[config.mk]
export PLATFORM = sky130hd
export DESIGN_NAME = packet_injector
export DESIGN_NICKNAME = d
export VERILOG_FILES = /design/src/rtl/packet_pkg.sv /design/src/rtl/pulse_gen.sv /design/src/rtl/packet_injector.sv
export SDC_FILE = /design/constraint.sdc
export NUM_CORES = 1
export LEC_CHECK = 0
export CAP_MARGIN = 5
export CORE_MARGIN = 3
export CORE_UTILIZATION = 43
export DETAILED_ROUTE_END_ITERATION = 16
export GPL_TIMING_DRIVEN = 0
export HOLD_SLACK_MARGIN = 0.1
export PLACE_DENSITY = 0.79
export SLEW_MARGIN = 20
export SYNTH_ARGS = -nofsm -noshare
export SYNTH_HDL_FRONTEND = slang
export SYNTH_SLANG_ARGS = --single-unit
[constraint.sdc]
create_clock -name CLK -period 2.36 [get_ports CLK]
set_input_delay 0.472 -clock CLK [delete_from_list [all_inputs] [get_ports CLK]]
set_output_delay 0.472 -clock CLK [all_outputs]
set_load 0.005 [all_outputs]
[src/rtl/packet_pkg.sv]
// Packet field layout and sequencer state encoding shared by the packet injector files.
package packet_pkg;

   localparam int PKT_W    = 38;

   localparam int HDR_HI   = 37;
   localparam int HDR_LO   = 35;
   localparam int COLOR_HI = 34;
   localparam int COLOR_LO = 27;
   localparam int OPC_HI   = 26;
   localparam int OPC_LO   = 20;
   localparam int F_HI     = 19;
   localparam int F_LO     = 16;
   localparam int DATA_HI  = 15;
   localparam int DATA_LO  = 0;

   localparam logic [2:0] HDR_VALID = 3'b111;

   typedef enum logic [2:0] {
      ST_IDLE,
      ST_RSTPC,
      ST_SETTLE,
      ST_CHECK,
      ST_SEND,
      ST_ADVANCE,
      ST_DONE
   } state_e;

   function automatic logic [2:0] pkt_hdr(input logic [PKT_W-1:0] pkt);
      return pkt[HDR_HI:HDR_LO];
   endfunction

endpackage

[src/rtl/pulse_gen.sv]
// Registered rising-edge detector: one clean single-cycle pulse per low-to-high
// transition of sig_i, delayed by one clock.
module pulse_gen (
   input  logic clk_i,
   input  logic rst_i,
   input  logic sig_i,
   output logic pulse_o
);

   logic sig_q;
   logic pulse_q;
   logic pulse_d;

   assign pulse_d = sig_i & ~sig_q;

   always_ff @(posedge clk_i or posedge rst_i) begin
      if (rst_i) begin
         sig_q   <= 1'b0;
         pulse_q <= 1'b0;
      end else begin
         sig_q   <= sig_i;
         pulse_q <= pulse_d;
      end
   end

   assign pulse_o = pulse_q;

endmodule

[src/rtl/packet_injector.sv]
// Walks the fetch-stage packet ROM from slot 0 and injects each valid packet
// into the ring over a valid/ready handshake, stopping at a terminator or ROM end.
module packet_injector
   import packet_pkg::*;
#(
   parameter int DEPTH      = 20,
   parameter int SETTLE_CYC = 2,
   parameter int PC_W       = $clog2(DEPTH)
) (
   input  logic             CLK,
   input  logic             RST,
   input  logic             START,
   input  logic [PKT_W-1:0] PACKET_IN,
   input  logic [PC_W-1:0]  PC_IN,
   output logic             FETCH_RST,
   output logic             PC_UPDATE,
   output logic [PKT_W-1:0] PKT_DATA,
   output logic             PKT_VALID,
   input  logic             PKT_READY,
   output logic             BUSY,
   output logic             DONE,
   output logic             ERR,
   output logic [PC_W:0]    SENT_COUNT
);

   // Handshake: a packet transfers on a rising CLK edge where PKT_VALID and
   // PKT_READY are both high; PKT_DATA/PKT_VALID never change while waiting.
   localparam int CNT_W = $clog2(SETTLE_CYC + 1);
   localparam int SC_W  = PC_W + 1;

   state_e             state_q;
   logic [CNT_W-1:0]   cnt_q;
   logic [CNT_W-1:0]   cnt_d;
   logic [SC_W-1:0]    sent_q;
   logic [SC_W-1:0]    sent_d;
   logic [PKT_W-1:0]   data_q;
   logic               valid_q;
   logic               fetch_rst_q;
   logic               pc_update_q;
   logic               busy_q;
   logic               done_q;
   logic               err_q;
   logic               start_pulse;
   logic               last_slot;
   logic               pkt_zero;
   logic               hdr_bad;

   pulse_gen u_start_edge (
      .clk_i   (CLK),
      .rst_i   (RST),
      .sig_i   (START),
      .pulse_o (start_pulse)
   );

   assign cnt_d     = cnt_q - CNT_W'(1);
   assign sent_d    = sent_q + SC_W'(1);
   assign last_slot = (PC_IN == PC_W'(DEPTH - 1));
   assign pkt_zero  = (PACKET_IN == '0);
   assign hdr_bad   = (pkt_hdr(PACKET_IN) != HDR_VALID);

   always_ff @(posedge CLK or posedge RST) begin
      if (RST) begin
         state_q     <= ST_IDLE;
         cnt_q       <= '0;
         sent_q      <= '0;
         data_q      <= '0;
         valid_q     <= 1'b0;
         fetch_rst_q <= 1'b0;
         pc_update_q <= 1'b0;
         busy_q      <= 1'b0;
         done_q      <= 1'b0;
         err_q       <= 1'b0;
      end else begin
         case (state_q)
            ST_IDLE, ST_DONE: begin
               if (start_pulse) begin
                  sent_q      <= '0;
                  err_q       <= 1'b0;
                  done_q      <= 1'b0;
                  busy_q      <= 1'b1;
                  fetch_rst_q <= 1'b1;
                  state_q     <= ST_RSTPC;
               end
            end

            ST_RSTPC: begin
               fetch_rst_q <= 1'b0;
               cnt_q       <= CNT_W'(SETTLE_CYC);
               state_q     <= ST_SETTLE;
            end

            // PC_UPDATE, when issued, occupies the first settle cycle.
            ST_SETTLE: begin
               pc_update_q <= 1'b0;
               cnt_q       <= cnt_d;
               if (cnt_q == CNT_W'(1)) begin
                  state_q <= ST_CHECK;
               end
            end

            ST_CHECK: begin
               if (pkt_zero) begin
                  busy_q  <= 1'b0;
                  done_q  <= 1'b1;
                  state_q <= ST_DONE;
               end else if (hdr_bad) begin
                  err_q   <= 1'b1;
                  state_q <= ST_ADVANCE;
               end else begin
                  data_q  <= PACKET_IN;
                  valid_q <= 1'b1;
                  state_q <= ST_SEND;
               end
            end

            ST_SEND: begin
               if (PKT_READY) begin
                  sent_q  <= sent_d;
                  valid_q <= 1'b0;
                  state_q <= ST_ADVANCE;
               end
            end

            // Never step past the last ROM slot: the PC would wrap into empty space.
            ST_ADVANCE: begin
               if (last_slot) begin
                  busy_q  <= 1'b0;
                  done_q  <= 1'b1;
                  state_q <= ST_DONE;
               end else begin
                  pc_update_q <= 1'b1;
                  cnt_q       <= CNT_W'(SETTLE_CYC);
                  state_q     <= ST_SETTLE;
               end
            end

            default: begin
               state_q <= ST_IDLE;
            end
         endcase
      end
   end

   assign FETCH_RST  = fetch_rst_q;
   assign PC_UPDATE  = pc_update_q;
   assign PKT_DATA   = data_q;
   assign PKT_VALID  = valid_q;
   assign BUSY       = busy_q;
   assign DONE       = done_q;
   assign ERR        = err_q;
   assign SENT_COUNT = sent_q;

   a_pulses_exclusive: assert property (@(posedge CLK) disable iff (RST)
      !(FETCH_RST && PC_UPDATE));

   a_no_pulse_while_valid: assert property (@(posedge CLK) disable iff (RST)
      PKT_VALID |-> !(FETCH_RST || PC_UPDATE));

   a_hold_while_stalled: assert property (@(posedge CLK) disable iff (RST)
      (PKT_VALID && !PKT_READY) |=> (PKT_VALID && $stable(PKT_DATA)));

endmodule

# ---- Word level (Yosys, flattened, before mapping)
# Cells that the tools add are included.
dict set report classes {
  n_eq_ne 18
  n_addsub 2
  muxes 30
  n_reduce_logical 19
  bitwise_logic 4
}
# cell n
set ops {}
lappend ops {{$logic_not 38->1} 1}
lappend ops {{$pmux 3 s6} 1}
lappend ops {{$ne 2x2->1 const B} 8}
lappend ops {{$mux 1} 13}
lappend ops {{$mux 3} 4}
lappend ops {{$mux 6} 2}
lappend ops {{$pmux 6 s2} 1}
lappend ops {{$reduce_and 4->1} 3}
lappend ops {{$reduce_bool 2->1} 5}
lappend ops {{$eq 3x3->1 const B} 3}
lappend ops {{$reduce_and 3->1} 3}
lappend ops {{$pmux 1 s2} 4}
lappend ops {{$add 6x1->6 const B} 1}
lappend ops {{$eq 3x2->1 const B} 2}
lappend ops {{$pmux 1 s3} 2}
lappend ops {{$pmux 2 s3} 1}
lappend ops {{$reduce_and 2->1} 3}
lappend ops {{$reduce_bool 3->1} 2}
lappend ops {{$eq 5x5->1 const B} 1}
lappend ops {{$mux 2} 2}
lappend ops {{$eq 3x1->1 const B} 1}
lappend ops {{$logic_not 3->1} 1}
lappend ops {{$ne 3x3->1 const B} 1}
lappend ops {{$not 1->1} 3}
lappend ops {{5 further kinds} 5}
dict set report word_totals {
  register_bits 57
  word_cells 85
  output_inout_bits 50
  in_bits 47
}

# ---- Logic depth before layout (Yosys ltp)
# Gate-level depths: netlist (run 1).
dict set report depth {
  depth_word 4
  depth_mapped 6
  depth_no_buf 5
}

# ---- Cells and area by module
# From an unflattened synthesis (run 1), not the netlist that was laid out.
dict set report unflattened {
  cells_unflattened 193
  area_unflattened_um2 2479.9
}
# mod area_per_inst_um2 cells_per_inst n_inst
set by_module_without_submodules {}
lappend by_module_without_submodules {packet_injector 2412.3 189 1}
lappend by_module_without_submodules {pulse_gen 67.6 4 1}

# ---- Least setup slack after synthesis (run 1)
# No wires, ideal clock.
dict set report synth_timing {
  path_kind {in2reg}
  start {input port PACKET_IN[29]}
  end {register busy_q (netlist: BUSY)}
  path_stages 4
  required_time_ns 2.240
  setup_ns 0.120
  setup_slack_ns 0.809
  arrival_time_ns 1.431
  cell_sequence {nor4_1 > nand4_1 > or3_4 > a31o_1}
}
dict set report synth_between {
  elab_chain_len 3
}
# element line_no
set synth_lines {}
lappend synth_lines {{from (decl)} packet_injector.sv:13} ;# input logic [PKT_W-1:0] PACKET_IN,
lappend synth_lines {{$logic_not 38->1} packet_injector.sv:58} ;# assign pkt_zero = (PACKET_IN == '0);
lappend synth_lines {{$ne 2x2->1 (no line)} --}
lappend synth_lines {{$reduce_and 4->1 (no line)} --}
lappend synth_lines {{to (signal assigned)} packet_injector.sv:70} ;# busy_q <= 1'b0;
lappend synth_lines {{to (signal assigned)} packet_injector.sv:80} ;# busy_q <= 1'b1;
lappend synth_lines {{to (signal assigned)} packet_injector.sv:103} ;# busy_q <= 1'b0;
lappend synth_lines {{to (decl)} packet_injector.sv:40} ;# logic busy_q;
# No other way between the ends.
# A chain may end at the register's enable or synchronous reset.

# ---- Worst setup path in the final report (run 1)
dict set report layout_timing {
  start {input port PACKET_IN[26]}
  end {register busy_q (netlist: BUSY)}
}
# The elaborated chain is that of the path after synthesis.

==> results of run 1 <==
power groups by stage:
stage / clock (mW) / combinational (mW) / sequential [mW]
6_report: 0.850 / 1.61 / 1.56
5_1_grt: 0.921 / 1.77 / 1.62
4_1_cts: 0.874 / 1.63 / 1.57
3_5_place_dp: 0 / 1.62 / 1.58
3_3_place_gp: 0 / 1.58 / 1.56
2_1_floorplan: 0 / 0.702 / 1.58
layer usage:
metal  vias up  GRT usage (%)  wire length, µm  part of all wire, %
met5         -              0                0                    0
met4         0           10.1              133                  2.3
met3        12           8.11              514                  8.9
met2        69           30.8             2810                   48
met1       914           22.4             2350                   40
li1        919              -                -                    -
cells by family after synthesis:
logic type      count (synthesis)  synth area share, %
xor+xnor                        4                 1.41
simple gates                   58                 13.9
buf+inv                        12                 2.72
flops                          57                 57.5
mux                            37                 16.7
compound gates                 24                 6.71
fa+ha+maj                       2                 1.01
flip-flops by register name, summed over array words and instances, names as in the netlist:
register / count
u_start_edge.sig_q: 1
u_start_edge.pulse_o: 1
PKT_DATA: 38
ERR: 1
DONE: 1
SENT_COUNT: 6
state_q: 3
PKT_VALID: 1
BUSY: 1
PC_UPDATE: 1
FETCH_RST: 1
cnt_q: 2
worst max-delay path: cells and delay by family:
family	cells	cell delay [ns]
AOI/OAI and AO/OA	1	0.23
buffers and inverters	1	0.43
and+or+nand+nor	3	0.93
metrics by stage:
stage                     hold slack (ns)  utilization (%)
after floorplan                     0.378                -
after global placement              0.385             63.8
after detailed placement            0.391             63.8
after CTS                           0.407             67.0
after global routing                0.405             67.0
final                               0.408             67.0
worst max path at each step:
stage                        startpoint          end  cells past startpoint
final                     PACKET_IN[26]         BUSY                      5
after global routing      PACKET_IN[26]         BUSY                      5
after CTS                 PACKET_IN[26]         BUSY                      5
after detailed placement  PACKET_IN[26]         BUSY                      5
after global placement              RST  PKT_DATA[8]                      2
after floorplan                     RST         BUSY                      1
area by class of cell:
class	instances	area, µm²	area share (%)
flip-flops and latches	57	1430	38.4
clock inverters	4	45.0	1.21
inverters	5	21.3	0.573
clock buffers	11	131	3.54
repair buffers	96	961	25.9
plain buffers	7	48.8	1.31
multi-input cells	125	987	26.6
well taps	72	90.1	2.43
cell usage in the layout, fill, tap and decap left out, types with 3 or more instances in the layout:
cell             synthesis  routed
clkdlybuf4s50_1          0      96
dfrtp_1                 57      57
mux2_2                  30      30
nor2_1                  12      12
nor4_1                   9       9
clkbuf_8                 0       9
nand2_1                  6       6
a21oi_1                  6       6
mux2_1                   6       6
nor2b_1                  5       5
nand2b_1                 4       4
nand4_1                  4       4
xor2_1                   4       4
inv_1                    5       4
nand3_1                  4       4
buf_2                    3       3
buf_4                    3       3
or2_2                    3       3
o21ai_0                  3       3
clkinv_2                 0       3
==> out/metrics.yaml, run 1 <==
status:
  status: "finished clean"
yosys:
  synth.avg_cell_area_um2: 12.8
  ys.flop_type: "dfrtp_1"
  synth_warnings: 0
  synth_edf_count: 0
  async_flop_share_pct: 100
  synthesis.nets: 243
  synth_area_um2: 2480
  yosys-top-cells-count: "dfrtp_1 (57), mux2_2 (30), nor2_1 (12), nor4_1 (9)"
  ys_seq_area_share_pct: 57.5
  ys_ff_latch: 57
  synth_largest_area_cell: "dfrtp_1"
  yosys.cell_types.count: 42
  synth.area.top_cells: "dfrtp_1 (57%), mux2_2 (14%), mux2_1 (2.7%)"
  synthCells: 194
  synth_top_area_share_pct: 57.5
  yosysMostFrequentCell: "dfrtp_1"
route:
  routed_via_density: 5.08
  wl_per_cell_um: 15.4
  final_antenna_net_count: 0
  drcViolationCount: 0
  drtIter0Drc: 97
  dr_total_vias: 1914
  wl_mm: 5.80
  drt_first_pass_iters: 4
place:
  hpwlAfterDp_mm: 4.39
  dp.cells: 362
  io_buffer_count: 96
  dpl_cell_area_um2: 3530
  place_ws_ns: 0.159
  place.gp.congestion: 0.802
critical_path:
  ff2ff_setup_slack_ns: 0.67
  cpPeakStageDelay_ns: 0.44
  path_class: "input port to register"
  rr_endpoint: "PKT_DATA[27]"
  cp-end-kind: "register"
  r2r_start: "state_q[2]"
  worstPathMaxFanout: 5
  ff2ff_path_depth: 5
  start_kind: "input port"
  crit_required_ns: 2.58
  crit_chain: "clkdlybuf4s50_1 -> nor4_1 -> nand4_1 -> or3_4 -> a31o_1"
  cp_data_arrival_time_ns: 2.06
  crit_slowest_cell: "or3_4"
floorplanning:
  io_pins: 97
  die_w_um: 82.0
  start_util_pct: 44.8
  rows: 27
  coreArea_um2: 5540
  dieArea_um2: 6720
  die_height_um: 82.0
global_routing:
  grt_pass1_wl_mm: 9.63
  grt_pass1_vias: 1987
  gr-usage-all-layers_pct: 19.4
  antenna_found_initial: 0
  gr-total-overflow: 0
  grt_max_degree: 58
layout:
  diodes: 0
  finalNonFillerCells: 377
  nNetsFinal: 350
  nFillCells: 430
  postLayoutCellArea_um2: 3710
  layout-drive-gt1-share_pct: 19.0
  area_growth_pct: 49.6
clock_network:
  clk_latency_ns: 0.33
  ctsLongestPathBuffers: 2
  root_buffer: "clkbuf_8"
  clk_pin_slew_ns: 0.06
  cts_made_buffers: 9
  cts_setup_buffers: 0
  cts.sinks: 57
  ctsHoldBuffers: 0
  ctsResizeCount: 0
  htreeDepth: 3
  cts_tree: "done"
power:
  comb_power_share_pct: 39.9
  power_mw: 4.02
  seqPwrFrac_pct: 38.9
  p_int_mw: 2.84
  p_switching_mw: 1.18
  power.share.switching_pct: 29.4
  ir_drop_v: 0.000589
  clkPwrFrac_pct: 21.1
  p_leak_nw: 1.62
  p_per_area_nw_per_um2: 1080
sta:
  timing.final.ws_setup_ns: 0.529
  slew_violations: 0
  fin_worst_skew_ns: 0.00640
  finalCriticalPeriod_ns: 1.83
  max_slew.worst_pin.slew_ns: 0.702
  slew_headroom_pct: 53.2
  setup_viol: 0
  max_freq_mhz: 546
  min_period_over_period_pct: 77.6
  finalHoldViolCount: 0
  rsz0062_at_grt: "no"
  setup_tns_ns: 0
hold_path:
  hold_path_end: "u_start_edge.pulse_o"
  hp-start: "u_start_edge.sig_q"
  min_path_type: "register to register"
  hold_depth: 1
job:
  cap_violations: 0
No activity file was read; power rests on OpenSTA's default activity.
==> inputs of run 2 (changes only) <==
==> constraint.sdc (replaced) <==
create_clock -name CLK -period 1.8 [get_ports CLK]
set_input_delay 0.36 -clock CLK [delete_from_list [all_inputs] [get_ports CLK]]
set_output_delay 0.36 -clock CLK [all_outputs]
set_load 0.005 [all_outputs]
==> run 2 against run 1 <==
Compared with the run above:
- critical path depth up 1
- first-iteration DRC count fell by 12%
- die area did not move
- total power rose by 31%
- sequential power up 31%
- clock power up 31%
- final cell count stayed put
- sequential share of layout area shrank 0.065 points
- final area grew 0.17%
- non-clock buffer count unchanged
- clock-buffer cell count is the same
- via count is essentially flat
- critical path type unchanged
- largest cell class unchanged
- highest routed layer unchanged
==> out/metrics.yaml, run 2 (synthesized netlist as in run 1, its figures left out) <==
floorplanning:
  die_w_um: 82.0
  rows: 27
  die_height_um: 82.0
  start_util_pct: 44.8
  io_pins: 97
  dieArea_um2: 6720
  coreArea_um2: 5540
sta:
  timing.final.ws_setup_ns: 0.0793
  slew_violations: 0
  max_slew.worst_pin.slew_ns: 0.703
  setup_tns_ns: 0
  holdWs_ns: 0.407
  finalCriticalPeriod_ns: 1.72
  fin_worst_skew_ns: 0.00636
  finalHoldViolCount: 0
  slew_headroom_pct: 53.1
  setup_viol: 0
  max_freq_mhz: 581
  rsz0062_at_grt: "no"
  min_period_over_period_pct: 95.6
job:
  cap_violations: 0
layout:
  postLayoutCellArea_um2: 3720
  largest_reg_flops: 38
  finalNonFillerCells: 377
  nNetsFinal: 350
  final_cell_mix: "clkdlybuf4s50_1 (96), dfrtp_1 (57), mux2_2 (30), nor2_1 (12), clkbuf_8 (9)"
  final_common_cell: "clkdlybuf4s50_1"
  nFillCells: 429
  layout-drive-gt1-share_pct: 19.3
  diodes: 0
  area_growth_pct: 49.8
clock_network:
  ctsLongestPathBuffers: 2
  clk_latency_ns: 0.33
  root_buffer: "clkbuf_8"
  cts_setup_buffers: 0
  clk_pin_slew_ns: 0.06
  htreeDepth: 3
  ctsHoldBuffers: 0
  cts_made_buffers: 9
  cts.sinks: 57
  cts_tree: "done"
global_routing:
  grt_pass1_wl_mm: 9.63
  antenna_found_initial: 0
  use_met3_pct: 8.11
  gr-usage-all-layers_pct: 19.4
  gr-total-overflow: 0
  use_met1_pct: 22.4
  gr-max-usage-layer: "met2"
  grt_pass1_vias: 1987
  globalRouteMet2Util_pct: 30.8
  grt_max_degree: 58
critical_path:
  ff2ff_path_depth: 5
  cp-end-kind: "register"
  r2r_start: "state_q[2]"
  crit_end: "PKT_DATA[25]"
  worstPathMaxFanout: 10
  crit_required_ns: 2.01
  critPathLaunch: "PACKET_IN[37]"
  rr_endpoint: "PKT_DATA[25]"
  cp_data_arrival_time_ns: 1.93
  ff2ff_setup_slack_ns: 0.10
  start_kind: "input port"
  path_class: "input port to register"
power:
  p_per_area_nw_per_um2: 1420
  p_leak_nw: 1.62
  ir_drop_v: 0.000772
route:
  dr_total_vias: 1915
  drtIter0Drc: 85
  final_antenna_net_count: 0
  routed_via_density: 5.08
  drt_first_pass_iters: 4
  wl_per_cell_um: 15.5
  drcViolationCount: 0
  wl_mm: 5.83
hold_path:
  min_path_type: "register to register"
  hold_depth: 1
place:
  io_buffer_count: 96
  hpwlAfterDp_mm: 4.39
  dp.cells: 362
  place.gp.congestion: 0.802
  dpl_cell_area_um2: 3530
  place_ws_ns: -0.289
status:
  status: "finished clean"
[run 2: cell counts in the layout (fill, tap and decap cells not counted)]
No cell type changed its count.
[run 2: metrics by stage]
step / util [%] / power, mW
after floorplan: - / 3.00
after global placement: 63.8 / 4.12
after detailed placement: 63.8 / 4.20
after CTS: 67.0 / 5.34
after global routing: 67.1 / 5.66
final: 67.1 / 5.27
[run 2: layout make-up]
type	count	area, µm²	area share (%)
Buffer	7	48.8	1.31
Clock buffer	11	131	3.53
Timing Repair Buffer	96	961	25.8
Clock inverter	4	45.0	1.21
Multi-Input combinational cell	125	993	26.7
Sequential cell	57	1430	38.4
Inverter	5	21.3	0.572
Tap cell	72	90.1	2.42
[run 2: worst max-delay path, stage by stage]
cell and delay [ns]:
clkdlybuf4s50_1 0.49, nand3_1 0.18, nor3_4 0.19, buf_4 0.22, buf_6 0.16, mux2_1 0.33
[run 2: timing repair]
action | in CTS | in global routing
hold endpoints to repair | 0 | 0
setup endpoints to repair | 0 | 2
gates resized for setup | 0 | 1
[run 2: how the worst min path moves through the flow]
stage	start	endpoint	slack, ns
global placement	u_start_edge.sig_q	u_start_edge.pulse_o	0.39
detailed placement	u_start_edge.sig_q	u_start_edge.pulse_o	0.39
global route	u_start_edge.sig_q	u_start_edge.pulse_o	0.40
finish	u_start_edge.sig_q	u_start_edge.pulse_o	0.41
floorplan	u_start_edge.sig_q	u_start_edge.pulse_o	0.38
CTS	u_start_edge.sig_q	u_start_edge.pulse_o	0.41
[run 2: metal layers]
| layer | vias to the layer above | routed length [µm] |
|---|---|---|
| met4 | 0 | 116 |
| met1 | 914 | 2360 |
| li1 | 920 | - |
| met3 | 9 | 528 |
| met5 | - | 0 |
| met2 | 72 | 2820 |
[run 2: power breakdown]
part	internal, mW	switching (mW)	total (mW)
Combinational	1.34	0.770	2.11
Clock	0.625	0.487	1.11
Sequential	1.76	0.291	2.05
==> inputs of run 3 (changes only) <==
--- a/config.mk
+++ b/config.mk
@@ -5,7 +5,6 @@
 export SDC_FILE = /design/constraint.sdc
 export NUM_CORES = 1
 export LEC_CHECK = 0
-export CAP_MARGIN = 5
 export CORE_MARGIN = 3
 export CORE_UTILIZATION = 43
 export DETAILED_ROUTE_END_ITERATION = 16
==> results of run 3 <==
The final DEF is identical to that of run 2; final timing and power are the same.
